**config.mk**
```make
export PLATFORM = sky130hd
export DESIGN_NAME = store_unit
export DESIGN_NICKNAME = d
export VERILOG_FILES = /design/src/rtl/types_pkg.sv /design/src/rtl/store_unit_store_req_check.sv /design/src/rtl/store_unit.sv
export SDC_FILE = /design/constraint.sdc
export NUM_CORES = 1
export LEC_CHECK = 0
export ABC_AREA = 1
export ABC_CLOCK_PERIOD_IN_PS = 3670
export CAP_MARGIN = 40
export CORE_AREA = 5 5 121 123
export DETAILED_ROUTE_END_ITERATION = 10
export DIE_AREA = 0 0 126 128
export PLACE_DENSITY = 0.65
export REMOVE_ABC_BUFFERS = 1
export SLEW_MARGIN = 20
export SYNTH_ARGS = -nofsm -noshare
export SYNTH_HDL_FRONTEND = slang
export SYNTH_HIERARCHICAL = 1
export SYNTH_SLANG_ARGS = --single-unit
```
**constraint.sdc**
```tcl
create_clock -name clk_i -period 3.67 [get_ports clk_i]
set_input_delay 0.734 -clock clk_i [delete_from_list [all_inputs] [get_ports clk_i]]
set_output_delay 0.734 -clock clk_i [all_outputs]
set_load 0.02 [all_outputs]
```
**src/rtl/types_pkg.sv**
```systemverilog
// Shared datapath types for the store path: word/byte types, store size
// encoding and the size-to-byte-count helper.
package types;

  typedef logic [31:0] word_t;
  typedef logic [7:0]  byte_t;

  typedef enum logic [1:0] {
    SIZE_B = 2'd0,
    SIZE_H = 2'd1,
    SIZE_W = 2'd2,
    SIZE_X = 2'd3
  } store_size_e;

  // SIZE_X maps to zero bytes; callers reject it before using the count.
  function automatic logic [2:0] size_nbytes(input store_size_e size);
    case (size)
      SIZE_B:  return 3'd1;
      SIZE_H:  return 3'd2;
      SIZE_W:  return 3'd4;
      default: return 3'd0;
    endcase
  endfunction

endpackage

```
**src/rtl/store_unit_store_req_check.sv**
```systemverilog
// Combinational store request validator: byte count plus legality.
// Alignment trap is enabled by defining STORE_MISALIGN_TRAP_EN.
module store_req_check
  import types::*;
#(
  parameter int MEM_SIZE = 1024
) (
  input  word_t       addr,
  input  store_size_e size,
  output logic [2:0]  nbytes,
  output logic        illegal
);

  logic [32:0] end_addr;

  always_comb begin
    nbytes   = size_nbytes(size);
    // 33-bit sum so addresses near 2^32 cannot wrap back into range
    end_addr = {1'b0, addr} + {30'b0, nbytes};
    illegal  = (size == SIZE_X) || (end_addr > 33'(MEM_SIZE));
`ifdef STORE_MISALIGN_TRAP_EN
    if ((size == SIZE_H) && addr[0])
      illegal = 1'b1;
    if ((size == SIZE_W) && (addr[1:0] != 2'b00))
      illegal = 1'b1;
`endif
  end

endmodule

```
**src/rtl/store_unit.sv**
```systemverilog
// Byte-serial store engine: accepts one request, writes its bytes
// little-endian one per cycle. Optional macro: STORE_MISALIGN_TRAP_EN.
module store_unit
  import types::*;
#(
  parameter int MEM_SIZE = 1024
) (
  input  logic        clk_i,
  input  logic        rst_i,
  input  logic        req_valid_i,
  output logic        req_ready_o,
  input  word_t       req_addr_i,
  input  word_t       req_data_i,
  input  store_size_e req_size_i,
  output logic        mem_we_o,
  output word_t       mem_addr_o,
  output byte_t       mem_wdata_o,
  output logic        done_o,
  output logic        err_o
);

  typedef enum logic {ST_IDLE, ST_WRITE} state_e;

  state_e     state_reg, state_next;
  word_t      data_reg, data_next;
  logic [2:0] nbytes_reg, nbytes_next;
  logic [2:0] count_reg, count_next;
  logic       mem_we_reg, mem_we_next;
  word_t      mem_addr_reg, mem_addr_next;
  byte_t      mem_wdata_reg, mem_wdata_next;
  logic       done_reg, done_next;
  logic       err_reg, err_next;

  logic [2:0] chk_nbytes;
  logic       chk_illegal;

  store_req_check #(
    .MEM_SIZE (MEM_SIZE)
  ) u_check (
    .addr    (req_addr_i),
    .size    (req_size_i),
    .nbytes  (chk_nbytes),
    .illegal (chk_illegal)
  );

  always_comb begin
    state_next     = state_reg;
    data_next      = data_reg;
    nbytes_next    = nbytes_reg;
    count_next     = count_reg;
    mem_we_next    = 1'b0;
    mem_addr_next  = mem_addr_reg;
    mem_wdata_next = mem_wdata_reg;
    done_next      = 1'b0;
    err_next       = 1'b0;

    case (state_reg)
      ST_IDLE: begin
        if (req_valid_i) begin
          count_next  = 3'd0;
          nbytes_next = chk_nbytes;
          if (chk_illegal) begin
            done_next = 1'b1;
            err_next  = 1'b1;
          end else begin
            // Byte 0 is launched at accept so it appears the next cycle
            state_next     = ST_WRITE;
            mem_we_next    = 1'b1;
            mem_addr_next  = req_addr_i;
            mem_wdata_next = req_data_i[7:0];
            data_next      = req_data_i >> 8;
          end
        end
      end
      ST_WRITE: begin
        if (count_reg == nbytes_reg - 3'd1) begin
          state_next = ST_IDLE;
          done_next  = 1'b1;
        end else begin
          // data_reg holds the not-yet-written bytes, lowest first
          count_next     = count_reg + 3'd1;
          mem_we_next    = 1'b1;
          mem_addr_next  = mem_addr_reg + 32'd1;
          mem_wdata_next = data_reg[7:0];
          data_next      = data_reg >> 8;
        end
      end
      default: state_next = ST_IDLE;
    endcase
  end

  always_ff @(posedge clk_i) begin
    if (rst_i) begin
      state_reg     <= ST_IDLE;
      data_reg      <= '0;
      nbytes_reg    <= '0;
      count_reg     <= '0;
      mem_we_reg    <= 1'b0;
      mem_addr_reg  <= '0;
      mem_wdata_reg <= '0;
      done_reg      <= 1'b0;
      err_reg       <= 1'b0;
    end else begin
      state_reg     <= state_next;
      data_reg      <= data_next;
      nbytes_reg    <= nbytes_next;
      count_reg     <= count_next;
      mem_we_reg    <= mem_we_next;
      mem_addr_reg  <= mem_addr_next;
      mem_wdata_reg <= mem_wdata_next;
      done_reg      <= done_next;
      err_reg       <= err_next;
    end
  end

  assign req_ready_o = (state_reg == ST_IDLE);
  assign mem_we_o    = mem_we_reg;
  assign mem_addr_o  = mem_addr_reg;
  assign mem_wdata_o = mem_wdata_reg;
  assign done_o      = done_reg;
  assign err_o       = err_reg;

endmodule

```
==> results of run 1 <==
==> critical path: stages <==
cell	delay, ns
clkdlybuf4s50_1	0.52
ha_2	0.21
fa_1	0.40
or2_2	0.30
nor2_1	0.11
nand2_1	0.06
nor2_1	0.09
nand2_1	0.05
nor2_1	0.09
nand2_1	0.05
nand2_1	0.05
nand2_1	0.05
nor2_2	0.11
nand2_2	0.10
nor2_8	0.13
inv_2	0.06
nand2_4	0.10
nor2_8	0.06
buf_4	0.19
nand2_1	0.05
o21ai_0	0.08
==> stage by stage <==
stage | cell area, sq um | hold slack [ns] | worst slack [ns] | setup TNS (ns) | cells
floorplan | 5220 | 0.419 | 0.170 | 0 | 879
global placement | 6930 | 0.430 | -0.177 | -10.28 | 1211
detailed placement | 6930 | 0.433 | -0.260 | -12.85 | 1211
CTS | 7230 | 0.447 | 0.0896 | 0 | 1227
global route | 7250 | 0.468 | 0.0265 | 0 | 1227
finish | 7250 | 0.443 | 0.282 | 0 | 1227
==> layer usage <==
layer | wire [microns] | share of wire [%] | global-route usage [%]
met1 | 7640 | 46 | 26.8
met5 | 0 | 0 | 0
met2 | 7870 | 47 | 34.0
met3 | 822 | 4.9 | 2.54
met4 | 339 | 2.0 | 6.50
==> report_power, final <==
| group | switching [mW] | internal, mW |
|---|---|---|
| logic | 0.136 | 0.142 |
| clock network | 0.356 | 0.532 |
| registers | 0.00115 | 0.796 |
==> final timing paths <==
path | from | end | slack [ns] | depth (start not counted)
worst max register to register | mem_we_o | mem_addr_o[22] | 1.64 | 7
worst max-delay path | req_addr_i[0] | mem_addr_o[22] | 0.28 | 21
worst min-delay path | data_reg[19] | data_reg[19] | 0.44 | 2
worst min register to register | data_reg[19] | data_reg[19] | 0.44 | 2
==> cell usage in the layout (no fill, tap or decap), types with 3 or more instances in the layout <==
master           instances
o21ai_1                 27
inv_1                   70
o21ai_0                 22
nor2_2                  13
xnor2_1                  4
mux2i_1                 26
buf_4                   35
or2_2                   25
clkdlybuf4s50_1        110
nand3_1                 92
buf_12                   5
nand4_1                  4
dfxtp_1                 72
nand2_1                346
nand3b_1                 6
a21oi_1                 17
xor2_1                   3
nand2_2                  7
clkbuf_16                9
nor2_1                 111
nor2_4                   5
nand2_4                  3
ha_1                     4
nor3_1                   3
==> area by class of cell <==
class | count | area (sq um) | area share (%)
Multi-Input combinational cell | 732 | 3490 | 48.1
Timing Repair Buffer | 152 | 1490 | 20.5
Sequential cell | 73 | 1460 | 20.2
Inverter | 74 | 280 | 3.87
Clock buffer | 9 | 225 | 3.11
Tap cell | 180 | 225 | 3.11
Clock inverter | 7 | 77.6 | 1.07
==> kinds of logic (layout without fill, tap and decap cells) <==
logic type                 after synthesis  after routing  share of synthesized area [%]
AOI/OAI and AO/OA                       73             73                           7.16
xor gates and xnor gates                 7              7                           1.14
adders and majority gates                7              7                           1.77
buffers and inverters                   97            242                           8.02
DFF                                     73             73                           27.2
muxes                                   26             26                           4.85
and+or+nand+nor                        619            619                           49.8
==> timing repair <==
item | 4_1_cts | 5_1_grt
gates resized for setup | 0 | 11
endpoints found under the setup margin | 0 | 65
hold buffers | 0 | 0
==> impl_metrics.py, run 1 <==
metrics = {
    "run_status": {
        "status": "finished, final reports clean",
    },
    "power": {
        "ir_drop_v": 0.000204,
        "p_leak_nw": 2.89,
        "powerDensity_nw_per_um2": 271,
        "power_mw": 1.96,
    },
    "synth": {
        "syn_area_sq_um": 5370,
        "synth_common_cells": "nand2_1, nor2_1, nand3_1, dfxtp_1, inv_1",
        "synth_area_leaders": "dfxtp_1, nand2_1, nand3_1",
        "yosys.area.top_type": "dfxtp_1",
        "ys.flop_type": "dfxtp_1",
        "synth.most_common_cell": "nand2_1",
        "yosys_warnings": 6,
        "synthCells": 902,
        "synth_edf_count": 0,
        "netlist.area_leader.share_pct": 27.2,
        "avgSynthCellArea_sq_um": 5.95,
        "ys_types": 36,
        "ys_async_sr_fraction_pct": 0,
        "ys_ff_latch": 73,
        "seq_area_frac_synth_pct": 27.2,
    },
    "sta": {
        "worstMarginPinSlew_ns": 0.839,
        "hold_viol_final": 0,
        "fin_crit_sh_pct": 92.3,
        "finalClockSkew_ns": 0.00459,
        "max_freq_ghz": 0.295,
        "slew_violations": 0,
        "setup_viol": 0,
        "rsz0062_at_grt": "no",
        "max-slew-margin-rel_pct": 44.1,
        "fin_crit_ns": 3.39,
    },
    "clocking": {
        "cts_buffer_depth": 2,
        "clock-sinks": 73,
        "postCtsSetupBuffers": 0,
        "cts_buffers": 9,
        "cts_root_buffer": "clkbuf_16",
        "cts-htree-levels": 3,
        "clk_pin_slew_ns": 0.06,
        "cts_tree": "built",
        "clkLatencyLatePin_ns": 0.33,
    },
    "floorplanning": {
        "rows": 43,
        "die-area_sq_um": 16100,
        "die_x_microns": 126,
        "core_sq_um": 13600,
        "pin_count": 113,
        "die_h_microns": 128,
        "initial_utilization_pct": 39.6,
    },
    "global_route": {
        "grt_max_degree": 69,
        "grt-ovfl-total": 0,
        "grt_pass1_wl_microns": 26500,
        "grt_pass1_vias": 5352,
        "track_usage_pct": 20.1,
        "antenna_found_initial": 0,
    },
    "finish": {
        "fin_nets": 1118,
        "utilization_pct": 53.5,
        "fillers": 1424,
        "largest_reg_flops": 32,
        "diodes": 0,
        "area.growth.synth_to_final_pct": 35.1,
        "drive_gt1_share_pct": 11.3,
    },
    "run": {
        "drv_cap": 0,
    },
    "place": {
        "place_hpwl_microns": 13100,
        "gp_congestion": 0.911,
        "numPortBuffers": 112,
    },
    "drt": {
        "wl_microns": 16700,
        "routedWlPerCell_microns": 13.6,
        "vias_per_cell": 4.86,
        "drc": 0,
        "drt_iter0_markers": 422,
        "postRouteAntennaNets": 0,
        "dr.pass1.iters": 6,
        "num_vias": 5964,
    },
    "setup_path": {
        "worstSetupPathType": "primary input to flip-flop",
        "arrival_ns": 3.60,
        "endpoint_kind": "flip-flop",
        "startpoint_type": "primary input",
        "required_ns": 3.88,
        "critPathMaxFanout": 9,
    },
    "worst_hold_path": {
        "worstHoldPathType": "flip-flop to flip-flop",
    },
}
(Power assumes the default switching activity.)
==> inputs of run 2 (changes only) <==
CORE_AREA = 2 2 117 119   (was 5 5 121 123)
DIE_AREA = 0 0 119 121   (was 0 0 126 128)
PLACE_DENSITY = 0.66   (was 0.65)
SYNTH_HIERARCHICAL = default   (was 1)
==> run 2 against run 1 <==
Effect of this change: sequential power about the same; non-clock buffer count down 15; flip-flop and latch count unchanged; via count down 3.2%; routed wire length down 8.0%; clock skew up 0.0030 ns; largest power group unchanged; critical endpoint is now mem_addr_o[7]; critical path depth down 2; hold slack better by 0.024 ns; register-to-register slack worse by 0.54 ns; synthesized area down 1.7%; total power down 4.7%; highest routed layer unchanged; first-iteration DRC count up 32%; largest cell class unchanged.
==> impl_metrics.py, run 2 <==
metrics = {
    "global_route": {
        "track_usage_pct": 21.9,
        "antenna_found_initial": 0,
        "busiest_layer": "met2",
        "grt-ovfl-total": 0,
        "met1_usage_pct": 31.7,
        "grt_pass1_wl_microns": 25800,
        "grtUsageMet2_pct": 34.2,
        "grt_max_degree": 41,
        "met3_usage_pct": 3.29,
        "grt_pass1_vias": 5219,
    },
    "clocking": {
        "cts_tree": "built",
        "clkLatencyLatePin_ns": 0.33,
        "hold_buffers": 0,
        "cts-htree-levels": 3,
        "cts_buffers": 9,
        "clk_pin_slew_ns": 0.06,
        "postCtsSetupBuffers": 0,
        "cts_resized": 0,
        "cts_buffer_depth": 2,
        "cts_root_buffer": "clkbuf_16",
        "clock-sinks": 73,
    },
    "drt": {
        "postRouteAntennaNets": 0,
        "num_vias": 5772,
        "routedWlPerCell_microns": 12.9,
        "dr.pass1.iters": 5,
        "drc": 0,
        "wl_microns": 15300,
        "drt_iter0_markers": 559,
        "vias_per_cell": 4.86,
    },
    "worst_hold_path": {
        "worstHoldPathType": "flip-flop to flip-flop",
        "hp-start": "nbytes_reg[1]",
    },
    "run_status": {
        "status": "finished, final reports clean",
    },
    "setup_path": {
        "cpPeakStageDelay_ns": 0.54,
        "crit_family": "simple AND/OR/NAND/NOR gates",
        "endpoint_kind": "flip-flop",
        "critPathMaxFanout": 20,
        "r2r-start": "mem_addr_o[0]",
        "startpoint_type": "primary input",
        "cp_slowest_cell": "clkdlybuf4s50_1",
        "arrival_ns": 3.65,
        "crit_path_start": "req_size_i[1]",
        "required_ns": 3.90,
        "path_buf_inv": 3,
        "worstSetupPathType": "primary input to flip-flop",
        "crit_path_cell_trace": "clkdlybuf4s50_1 > nor2_2 > ha_2 > fa_1 > nand3_1 > nand2_1 > nand2_1 > inv_1 > nand3_1 > nand3_1 > nor2_1 > nand3_1 > nor2_2 > nand4_4 > nand2_8 > buf_12 > nand2_1 > nand2_1 > nor2_1",
    },
    "finish": {
        "regArea_sq_um": 1460,
        "drive_gt1_share_pct": 6.72,
        "multi_input_area_sq_um": 3350,
        "layout_common_cells": "nand2_1, nor2_1, clkdlybuf4s50_1",
        "postLayoutCellArea_sq_um": 7020,
        "utilization_pct": 53.7,
        "diodes": 0,
        "area.growth.synth_to_final_pct": 33.1,
        "fillers": 1376,
        "largest_reg_flops": 32,
        "layout_commonest_cell": "nand2_1",
        "fin_nets": 1084,
        "final_cell_count_no_fill": 1188,
    },
    "synth": {
        "netlist.area_leader.share_pct": 27.7,
        "ys_async_sr_fraction_pct": 0,
        "yosys_warnings": 0,
        "syn_area_sq_um": 5280,
        "ys_types": 39,
        "ys_ff_latch": 73,
        "avgSynthCellArea_sq_um": 5.92,
        "yosys.area.top_type": "dfxtp_1",
        "ys.flop_type": "dfxtp_1",
        "synthCells": 892,
        "synth_area_leaders": "dfxtp_1, nand2_1, nor2_1",
        "synth_edf_count": 0,
        "synth_common_cells": "nand2_1, nor2_1, inv_1, dfxtp_1, nand3_1",
        "synth.most_common_cell": "nand2_1",
        "seq_area_frac_synth_pct": 27.7,
    },
    "floorplanning": {
        "core_sq_um": 13100,
        "initial_utilization_pct": 40.3,
        "die_x_microns": 119,
        "die-area_sq_um": 14400,
        "pin_count": 113,
        "die_h_microns": 121,
        "rows": 42,
    },
    "place": {
        "numPortBuffers": 112,
        "gp_congestion": 0.894,
        "place_hpwl_microns": 11300,
        "dpl_cell_area_sq_um": 6700,
        "dp_cells": 1173,
    },
    "sta": {
        "hold_viol_final": 0,
        "fin_crit_ns": 3.42,
        "max_freq_ghz": 0.292,
        "fin_crit_sh_pct": 93.3,
        "worstMarginPinSlew_ns": 0.578,
        "slew_violations": 0,
        "rsz0062_at_grt": "no",
        "finalClockSkew_ns": 0.00760,
        "finalSetupTns_ns": 0,
        "setup_viol": 0,
        "max-slew-margin-rel_pct": 61.4,
    },
    "power": {
        "p_leak_nw": 3.00,
        "powerDensity_nw_per_um2": 266,
        "ir_drop_v": 0.000198,
    },
    "run": {
        "drv_cap": 0,
    },
}
-- run 2: changes by cell type after synthesis, moves of 10 or more --
| cell | change |
|---|---|
| a21oi_1 | +10 |
| clkbuf_1 | +17 |
| inv_1 | +18 |
| nand2_1 | -90 |
| nand3_1 | -19 |
| nor2_1 | +68 |
| nor3_1 | +11 |
| o21ai_0 | +11 |
| o21ai_1 | -23 |
| or2_2 | -22 |
| xor2_1 | +18 |
-- run 2: kinds of logic (layout without fill, tap and decap cells) --
logic type | Yosys count | in the layout | synth area share [%]
XOR/XNOR | 22 | 22 | 3.65
adder cells (fa/ha/maj) | 7 | 7 | 1.80
multiplexers | 25 | 25 | 4.74
buffers and inverters | 124 | 244 | 9.37
flip-flops | 73 | 73 | 27.7
AO/OA/AOI/OAI | 72 | 72 | 7.16
AND/OR/NAND/NOR | 569 | 569 | 45.6
-- run 2: tightest hold or removal path: stages (launching register included) --
cell	delay, ns
dfxtp_1	0.30
inv_1	0.07
a21oi_1	0.06
-- run 2: path summary, 6_finish.rpt --
| check | endpoint | slack, ns | cells past startpoint |
|---|---|---|---|
| max | mem_addr_o[7] | 0.25 | 19 |
| min | nbytes_reg[1] | 0.47 | 2 |
| max reg2reg | mem_addr_o[28] | 1.10 | 14 |
| min reg2reg | nbytes_reg[1] | 0.47 | 2 |
-- run 2: through the flow --
stage / power, mW / worst slack (ns) / hold slack (ns)
after floorplan: 0.921 / -1.11 / 0.435
after global placement: 1.06 / -0.0844 / 0.454
after detailed placement: 1.05 / -0.137 / 0.455
after CTS: 1.88 / 0.198 / 0.464
after global routing: 1.95 / 0.0000653 / 0.502
final: 1.87 / 0.246 / 0.467
-- run 2: layer usage --
metal	up-vias	share of wire, %
li1	3058	-
met1	2524	49
met2	173	44
met3	17	5.2
met4	0	1.0
met5	-	0
-- run 2: layout make-up --
class                   instances  share of cell area [%]
well taps                     176                    3.14
inverters                      92                    4.95
multi-input cells             695                    47.7
clock inverters                 4                   0.410
repair buffers                137                    19.4
clock buffers                  11                    3.60
flip-flops and latches         73                    20.8
-- run 2: power by group --
group	internal [mW]	switching [mW]
clock network	0.491	0.339
registers	0.796	0.00149
logic	0.119	0.125
total	1.41	0.465
==> inputs of run 3 (changes only) <==
ABC_AREA = default   (was 1)
CORE_AREA = 10 10 116 118   (was 2 2 117 119)
DIE_AREA = 0 0 126 128   (was 0 0 119 121)
PLACE_DENSITY = 0.68   (was 0.66)
==> run 3 against run 2 <==
Effect of this change: critical path depth fell by 3; maximum frequency fell by 4.1%; sequential power about the same; design area is 0.25% higher; combinational power up 14%; worst setup slack lost 0.14 ns.
==> impl_metrics.py, run 3 <==
metrics = {
    "synth": {
        "synthCells": 577,
        "synth_edf_count": 0,
        "synth_common_cells": "dfxtp_1, nor2_1, nand2_1, a21oi_1, a211oi_1",
        "avgSynthCellArea_sq_um": 7.82,
        "yosys.area.top_type": "dfxtp_1",
        "ys_ff_latch": 73,
        "ys_types": 65,
        "ys.flop_type": "dfxtp_1",
        "syn_area_sq_um": 4510,
        "ys_async_sr_fraction_pct": 0,
        "seq_area_frac_synth_pct": 32.4,
        "yosys_warnings": 0,
        "netlist.area_leader.share_pct": 32.4,
        "synth.most_common_cell": "dfxtp_1",
        "synth_area_leaders": "dfxtp_1, mux2i_1, a211oi_1",
    },
    "finish": {
        "area.growth.synth_to_final_pct": 56.1,
        "multi_input_area_sq_um": 3070,
        "diodes": 0,
        "layout_commonest_cell": "clkdlybuf4s50_1",
        "largest_reg_flops": 32,
        "fin_nets": 831,
        "drive_gt1_share_pct": 20.0,
        "layout_common_cells": "clkdlybuf4s50_1, buf_4, dfxtp_1",
        "regArea_sq_um": 1460,
        "fillers": 999,
    },
    "clocking": {
        "cts_buffer_depth": 2,
        "cts-htree-levels": 3,
        "clk_pin_slew_ns": 0.05,
        "clock-sinks": 73,
        "cts_tree": "built",
        "clkLatencyLatePin_ns": 0.34,
        "cts_root_buffer": "clkbuf_16",
        "hold_buffers": 0,
        "cts_buffers": 9,
    },
    "setup_path": {
        "worstSetupPathType": "primary input to flip-flop",
        "required_ns": 3.92,
        "cp_slowest_cell": "or4_1",
        "critPathMaxFanout": 5,
        "arrival_ns": 3.82,
        "crit_path_start": "req_size_i[1]",
        "cpPeakStageDelay_ns": 0.48,
        "path_buf_inv": 5,
        "crit_family": "compound AO/OA/AOI/OAI gates",
        "crit_path_cell_trace": "buf_6 > buf_6 > nor2b_4 > ha_4 > o211ai_1 > nor4_4 > nand2_1 > or4_1 > a22o_1 > a2111o_1 > o21ai_4 > buf_12 > buf_12 > clkbuf_16 > nor2_1 > a211oi_2",
        "r2r-start": "nbytes_reg[0]",
        "endpoint_kind": "flip-flop",
        "startpoint_type": "primary input",
    },
    "power": {
        "ir_drop_v": 0.000273,
        "powerDensity_nw_per_um2": 285,
        "p_leak_nw": 2.48,
        "power_mw": 2.01,
    },
    "worst_hold_path": {
        "worstHoldPathType": "flip-flop to flip-flop",
        "hp-start": "data_reg[16]",
    },
    "global_route": {
        "track_usage_pct": 19.5,
        "grt-ovfl-total": 0,
        "grt_max_degree": 56,
        "grt_pass1_wl_microns": 26400,
        "antenna_found_initial": 0,
        "grt_pass1_vias": 5087,
    },
    "place": {
        "gp_congestion": 0.918,
        "place_hpwl_microns": 11500,
        "place_ws_ns": -0.788,
        "numPortBuffers": 112,
    },
    "drt": {
        "postRouteAntennaNets": 0,
        "routedWlPerCell_microns": 18.1,
        "drt_iter0_markers": 457,
        "wl_microns": 16400,
        "vias_per_cell": 5.76,
        "drc": 0,
        "dr.pass1.iters": 4,
        "num_vias": 5195,
    },
    "sta": {
        "max_freq_ghz": 0.280,
        "max-slew-margin-rel_pct": 44.3,
        "hold_slack_ns": 0.460,
        "worst_slack_ns": 0.101,
        "fin_crit_ns": 3.57,
        "finalClockSkew_ns": 0.00358,
        "slew_violations": 0,
        "worstMarginPinSlew_ns": 0.834,
        "fin_crit_sh_pct": 97.2,
        "setup_viol": 0,
        "hold_viol_final": 0,
        "rsz0062_at_grt": "yes",
    },
    "run_status": {
        "status": "finished, final reports clean",
    },
    "floorplanning": {
        "die-area_sq_um": 16100,
        "die_x_microns": 126,
        "pin_count": 113,
        "initial_utilization_pct": 40.2,
        "die_h_microns": 128,
        "rows": 39,
        "core_sq_um": 11200,
    },
    "run": {
        "drv_cap": 0,
    },
}
==> run 3: report_power, final <==
| group | switching (mW) | leakage (nW) | total (mW) | internal [mW] |
|---|---|---|---|---|
| sequential | 0.000953 | 0.589 | 0.796 | 0.795 |
| clock | 0.324 | 0.153 | 0.933 | 0.609 |
| combinational | 0.129 | 1.73 | 0.279 | 0.150 |
==> run 3: worst paths after layout <==
check | end | slack, ns | depth (start not counted)
worst min register to register | data_reg[16] | 0.46 | 2
worst max-delay path | data_reg[3] | 0.10 | 16
worst min-delay path | data_reg[16] | 0.46 | 2
worst max register to register | mem_addr_o[25] | 0.78 | 11
==> run 3: worst register-to-register path, stage by stage, from the launching register on <==
cell and delay [ns]:
dfxtp_1 0.34, inv_1 0.06, ha_1 0.20, xor2_1 0.16
xnor2_1 0.14, nand3_1 0.27, nand2_1 0.72, o21ai_4 0.15
buf_12 0.19, bufbuf_16 0.27, o211a_1 0.11, a31o_1 0.18
==> run 3: metrics by stage <==
step                      utilization [%]  cell area [sq um]  TNS, ns  instances
after floorplan                         -               4360   -29.82        542
after global placement               55.4               6220   -33.92        865
after detailed placement             55.4               6220   -41.93        865
after CTS                            60.5               6790        0        892
after global routing                 62.7               7040   -0.247        902
final                                62.7               7040        0        902
==> run 3: layer usage <==
layer,global-route usage (%),wire [microns],vias up
li1,-,-,2529
met1,25.0,7320,2439
met2,32.6,7820,208
met3,2.81,970,19
met4,7.17,245,0
met5,0,0,-
==> run 3: area by class of cell <==
class,count,area share (%)
repair buffers,202,28.1
clock buffers,12,3.50
flip-flops and latches,73,20.8
well taps,143,2.54
clock inverters,3,0.924
inverters,11,0.586
multi-input cells,458,43.6
==> run 3: what timing repair did <==
| item | 4_1_cts | 5_1_grt |
|---|---|---|
| endpoints found under the setup margin | 65 | 57 |
| buffers inserted | 9 | 10 |
| gates cloned | 4 | 1 |
| pin swaps | 22 | 26 |
| resized for setup | 25 | 38 |
| endpoints found under the hold margin | 0 | 0 |
==> run 3: kinds of logic (layout without fill, tap and decap cells) <==
family	count (synthesis)	after routing	synth area share (%)
and+or+nand+nor	250	250	27.3
AOI/OAI and AO/OA	153	153	23.6
DFF	73	73	32.4
buffers and inverters	46	228	4.27
muxes	31	31	6.96
xor gates and xnor gates	17	17	3.30
adders and majority gates	7	7	2.11
